### src/rtl/sap_pkg.sv
// Shared types and widths for the SAP RAM dump path.
package sap_pkg;

  typedef enum logic [2:0] {
    IDLE,
    FETCH,
    LOAD,
    START,
    DATA,
    STOP,
    FIN
  } state_t;

  localparam int RAM_AW         = 4;
  localparam int DATA_W         = 8;
  localparam int UART_DATA_BITS = 8;

endpackage

### src/rtl/uart_tx_core.sv
// UART 8N1 transmitter: byte-in valid/ready handshake, owns baud timing and START/DATA/STOP.
module uart_tx_core
  import sap_pkg::*;
#(
  parameter int CLKS_PER_BIT = 434
) (
  input  logic              clk,
  input  logic              reset,
  input  logic              abort,
  input  logic [DATA_W-1:0] data,
  input  logic              valid,
  output logic              ready,
  output logic              frame_end,
  output logic              tx
);

  localparam int CW = (CLKS_PER_BIT > 2) ? $clog2(CLKS_PER_BIT) : 1;
  localparam int BW = $clog2(UART_DATA_BITS);
  localparam logic [CW-1:0] BAUD_LAST = CW'(CLKS_PER_BIT - 1);
  localparam logic [BW-1:0] BIT_LAST  = BW'(UART_DATA_BITS - 1);

  state_t            state;
  logic [CW-1:0]     baud_cnt;
  logic [BW-1:0]     bit_idx;
  logic [DATA_W-1:0] shreg;
  logic              baud_end;

  assign baud_end  = (baud_cnt == BAUD_LAST);
  assign ready     = (state == IDLE);
  // Combinational so the sequencer can leave its frame state on the same edge as the stop bit ends.
  assign frame_end = (state == STOP) && baud_end;

  always_ff @(posedge clk or posedge reset) begin
    if (reset) begin
      state    <= IDLE;
      tx       <= 1'b1;
      baud_cnt <= '0;
      bit_idx  <= '0;
      shreg    <= '0;
    end else if (abort) begin
      state    <= IDLE;
      tx       <= 1'b1;
      baud_cnt <= '0;
      bit_idx  <= '0;
    end else begin
      case (state)
        IDLE: if (valid) begin
          shreg    <= data;
          baud_cnt <= '0;
          tx       <= 1'b0;
          state    <= START;
        end
        START: if (baud_end) begin
          baud_cnt <= '0;
          bit_idx  <= '0;
          tx       <= shreg[0];
          state    <= DATA;
        end else begin
          baud_cnt <= baud_cnt + 1'b1;
        end
        DATA: if (baud_end) begin
          baud_cnt <= '0;
          shreg    <= shreg >> 1;
          if (bit_idx == BIT_LAST) begin
            tx    <= 1'b1;
            state <= STOP;
          end else begin
            bit_idx <= bit_idx + 1'b1;
            tx      <= shreg[1];
          end
        end else begin
          baud_cnt <= baud_cnt + 1'b1;
        end
        STOP: if (baud_end) begin
          baud_cnt <= '0;
          state    <= IDLE;
        end else begin
          baud_cnt <= baud_cnt + 1'b1;
        end
        default: begin
          tx    <= 1'b1;
          state <= IDLE;
        end
      endcase
    end
  end

endmodule

### src/rtl/ram_dump_tx.sv
// Walks the program RAM on a dump request while the CPU is halted and streams each byte over UART.
module ram_dump_tx
  import sap_pkg::*;
#(
  parameter int CLKS_PER_BIT = 434,
  parameter int NUM_WORDS    = 16
) (
  input  logic              clk,
  input  logic              reset,
  input  logic              start,
  input  logic              dump_btn,
  output logic [RAM_AW-1:0] rd_addr,
  output logic              rd_req,
  input  logic [DATA_W-1:0] rd_data,
  output logic              tx,
  output logic              busy,
  output logic              done
);

  localparam logic [RAM_AW-1:0] LAST_ADDR = RAM_AW'(NUM_WORDS - 1);

  state_t state;
  logic   dump_btn_q;
  logic   trig;
  logic   tx_valid;
  logic   core_ready;
  logic   frame_end;

  assign trig = dump_btn & ~dump_btn_q;

  uart_tx_core #(.CLKS_PER_BIT(CLKS_PER_BIT)) u_tx (
    .clk       (clk),
    .reset     (reset),
    .abort     (start),
    .data      (rd_data),
    .valid     (tx_valid),
    .ready     (core_ready),
    .frame_end (frame_end),
    .tx        (tx)
  );

  // rd_addr doubles as the address counter; START stands for the whole frame while the core runs it.
  always_ff @(posedge clk or posedge reset) begin
    if (reset) begin
      state      <= IDLE;
      dump_btn_q <= 1'b0;
      busy       <= 1'b0;
      done       <= 1'b0;
      rd_req     <= 1'b0;
      rd_addr    <= '0;
      tx_valid   <= 1'b0;
    end else begin
      dump_btn_q <= dump_btn;
      done       <= 1'b0;
      if (start && state != IDLE) begin
        state    <= IDLE;
        busy     <= 1'b0;
        rd_req   <= 1'b0;
        rd_addr  <= '0;
        tx_valid <= 1'b0;
      end else begin
        case (state)
          IDLE: if (trig && !start) begin
            state   <= FETCH;
            busy    <= 1'b1;
            rd_req  <= 1'b1;
            rd_addr <= '0;
          end
          FETCH: begin
            state    <= LOAD;
            tx_valid <= 1'b1;
          end
          LOAD: if (core_ready) begin
            state    <= START;
            rd_req   <= 1'b0;
            tx_valid <= 1'b0;
          end
          START: if (frame_end) begin
            if (rd_addr == LAST_ADDR) begin
              state <= FIN;
              busy  <= 1'b0;
              done  <= 1'b1;
            end else begin
              state   <= FETCH;
              rd_addr <= rd_addr + 1'b1;
              rd_req  <= 1'b1;
            end
          end
          FIN: begin
            state   <= IDLE;
            rd_addr <= '0;
          end
          default: begin
            state   <= IDLE;
            busy    <= 1'b0;
            rd_req  <= 1'b0;
            rd_addr <= '0;
          end
        endcase
      end
    end
  end

endmodule

### config.mk
export PLATFORM = sky130hd
export DESIGN_NAME = ram_dump_tx
export DESIGN_NICKNAME = d
export VERILOG_FILES = /design/src/rtl/sap_pkg.sv /design/src/rtl/uart_tx_core.sv /design/src/rtl/ram_dump_tx.sv
export SDC_FILE = /design/constraint.sdc
export NUM_CORES = 1
export LEC_CHECK = 0
export CAP_MARGIN = 10
export CORE_MARGIN = 1
export CORE_UTILIZATION = 35
export CTS_CLUSTER_SIZE = 24
export DETAILED_ROUTE_END_ITERATION = 10
export HOLD_SLACK_MARGIN = 0.05
export SLEW_MARGIN = 20
export SYNTH_ARGS = -nofsm -noshare
export SYNTH_HDL_FRONTEND = slang
export SYNTH_HIERARCHICAL = 1
export SYNTH_SLANG_ARGS = --single-unit
export TNS_END_PERCENT = 30
### constraint.sdc
create_clock -name clk -period 2.1 [get_ports clk]
set_input_delay 0.525 -clock clk [delete_from_list [all_inputs] [get_ports clk]]
set_output_delay 0.525 -clock clk [all_outputs]
set_load 0.005 [all_outputs]
==> flow_summary.ini <==
[outcome]
run_status = finished clean

[worst_setup_path]
arrival_ns = 2.16
cpPeakStageDelay_ns = 0.39
cp_max_fo = 3
crit_type = reg2reg
cp_top_family = simple AND/OR/NAND/NOR gates
setup.worst_path.end_class = flip-flop
crit_required_ns = 2.27
startpoint_type = flip-flop
cp.buffers_inverters = 1
worst_path_max_delay_cell = dfrtp_1
worstPathCellList = inv_2 > ha_2 > and4b_4 > nand3_2 > nor2_4 > and3_2 > a211oi_2 > o21bai_4 > a211o_1

[synth]
yosysTopAreaCell = dfrtp_1
synth_fa_ha_area_frac = 0.0294
yosysTopAreaCellShare = 0.412
synth.net_count = 227
synth_top_flop_cell = dfrtp_1
synthesis.area_um2 = 2130
synth_warnings = 6
synth_edf_count = 0
synth_seq_cells = 36
synth_area_leaders = dfrtp_1, mux2_2, ha_1, inv_1, nand2_1
avgSynthCellArea_um2 = 10.1
syn_inst = 210
synth_mux_area_frac = 0.0995
ys_types = 61
yosysSeqAreaShare = 0.424
async_reset_ff_frac = 1.00
synth-compound-area-share = 0.170
synth_top_family_by_area = simple AND/OR/NAND/NOR gates
synthSimpleGateAreaFrac = 0.222
synth_xor_area_frac = 0.00412

[hold_path]
min_path_type = reg2reg

[layout]
fin_util = 0.454
layout-drive-gt1-share = 0.254
area_growth_pct = 25.7
n_fill_cell = 584
mostFrequentLayoutCells = dfrtp_1, buf_4, clkdlybuf4s50_1
multi_input_area_um2 = 1140
final_area_um2 = 2670
nets = 272
regArea_um2 = 902
layout_commonest_cell = dfrtp_1
n_antenna_cell = 0

[timing]
clock_skew_ns = 0.00532
finalCritPeriodShare = 0.946
hold_violations = 0
maxSlewHeadroom = 0.695
max_freq_mhz = 503
fin_ws_ns = 0.114
finalMaxSlewViolations = 0
setup_viol = 0
fin_tns_setup_ns = 0
worst_slew_pin_slew_ns = 0.457
period_needed_ns = 1.99

[routing]
num_vias = 1737
first_iter_violations = 117
drt_pass1_iterations = 4
drt_wl_total_um = 4410
drc = 0
routedWlPerCell_um = 13.3
viasPerCell = 5.25
ant_nets = 0

[global_route]
grt_usage = 0.159
grt_overflow_total = 0
grt_max_degree = 25
met3_usage = 0.0377
use_met1 = 0.212
grt_pass1_wl_um = 7740
grt_busiest_layer = met2
antenna_found_initial = 0
grt_pass1_vias = 1651
use_met2 = 0.249

[cts]
cts_buffer_depth = 2
numCtsBuffers = 5
clkSlewWorstSetupHoldPaths_ns = 0.07
tritoncts = done
clock-sinks = 36
h-tree-depth = 2
cts_root_buf = clkbuf_8
hold_buffers = 0
clk-insertion-delay-late_ns = 0.29

[power]
peakVddDrop_uv = 356
power.density_nw_per_um2 = 757
power_leakage_uw = 0.00115

[placement]
gp_congestion = 0.806
port_buffers = 19
dp_worst_setup_slack_ns = -0.0572
hpwl_um = 3220
place_area_um2 = 2540

[floorplan]
start_util = 0.361
die_w_um = 79.9
die-area_um2 = 6390
row_count = 28
fp.dieH_um = 79.9
ios = 20
coreArea_um2 = 5890

[job]
cap_violations = 0
-- per-layer routing --
metal / vias to the layer above / share of wire
met2: 19 / 0.47
met5: - / 0
met1: 843 / 0.50
met3: 5 / 0.023
met4: 0 / 0.016
li1: 870 / -
-- final cells by class --
cell class | instances | area share
multi-input combinational | 151 | 0.426
tap | 75 | 0.0351
sequential | 36 | 0.338
clock buffer | 8 | 0.0337
inverter | 15 | 0.0211
timing repair buffer | 46 | 0.147
-- path summary, 6_finish.rpt --
check / start / cells past startpoint / to / slack [ns]
worst min register to register: u_tx/shreg[3] / 1 / u_tx/shreg[3] / 0.51
worst max register to register: u_tx/baud_cnt[1] / 9 / rd_addr[2] / 0.11
worst max-delay path: u_tx/baud_cnt[1] / 9 / rd_addr[2] / 0.11
worst min-delay path: u_tx/shreg[3] / 1 / u_tx/shreg[3] / 0.51
min in group asynchronous: reset / 2 / busy / 0.58
max in group asynchronous: reset / 3 / u_tx/tx / 1.19
-- state kept, by name, summed over array words and instances (netlist names), 3 cells and up --
signal         count
state              3
rd_addr            4
u_tx/baud_cnt      9
u_tx/state         3
u_tx/bit_idx       3
u_tx/shreg         8
-- cells by family (layout without fill, tap and decap cells) --
| group | count (synthesis) | after routing |
|---|---|---|
| compound gates | 50 | 50 |
| flops | 36 | 36 |
| simple gates | 76 | 76 |
| buf+inv | 23 | 69 |
| mux | 19 | 19 |
| xor+xnor | 1 | 1 |
| fa+ha+maj | 5 | 5 |
-- what timing repair did --
action,CTS,global route
setup endpoints to repair,1,6
buffers inserted,0,3
pin swaps,0,3
gates resized for setup,1,5
-- stage by stage --
| stage | hold slack, ns | instances | total power, µW |
|---|---|---|---|
| after floorplan | 0.390 | 210 | 1320 |
| final | 0.506 | 331 | 2020 |
| after detailed placement | 0.492 | 320 | 1530 |
| after global placement | 0.489 | 320 | 1510 |
| after global routing | 0.521 | 331 | 2160 |
| after CTS | 0.514 | 328 | 2050 |
-- synthesized netlist by cell type, types with 2 or more instances --
cell and instances:
mux2i_1 5, mux2_1 2, ha_1 5, nand3_1 10, or4_1 2, and3_1 2, o211ai_1 4, nor2_1 11
and2_1 2, nand2b_1 3, o22ai_1 3, buf_2 4, a2bb2oi_1 2, mux2_2 11, nor3b_1 3, a31oi_1 4
o21ai_0 8, a21oi_1 8, o32ai_1 3, inv_1 15, nor3_1 4, dfrtp_1 35, nor2b_1 4, a211oi_1 2
o221ai_1 2, clkbuf_1 2, nand2_1 15, or3b_1 2, and3_2 2, and4bb_1 2, a21o_1 3
-- where the power goes --
part           internal, µW  switching, µW
logic                   330            254
clock network           267            240
registers               831            101
total                  1430            595
-- worst reg2reg max path: stages, from the launching register on --
cell and delay, ns:
dfrtp_1 0.39, inv_2 0.06, ha_2 0.16, and4b_4 0.24
nand3_2 0.11, nor2_4 0.15, and3_2 0.20, a211oi_2 0.09
o21bai_4 0.20, a211o_1 0.27
Note: power is estimated with default switching activity, not from simulation.
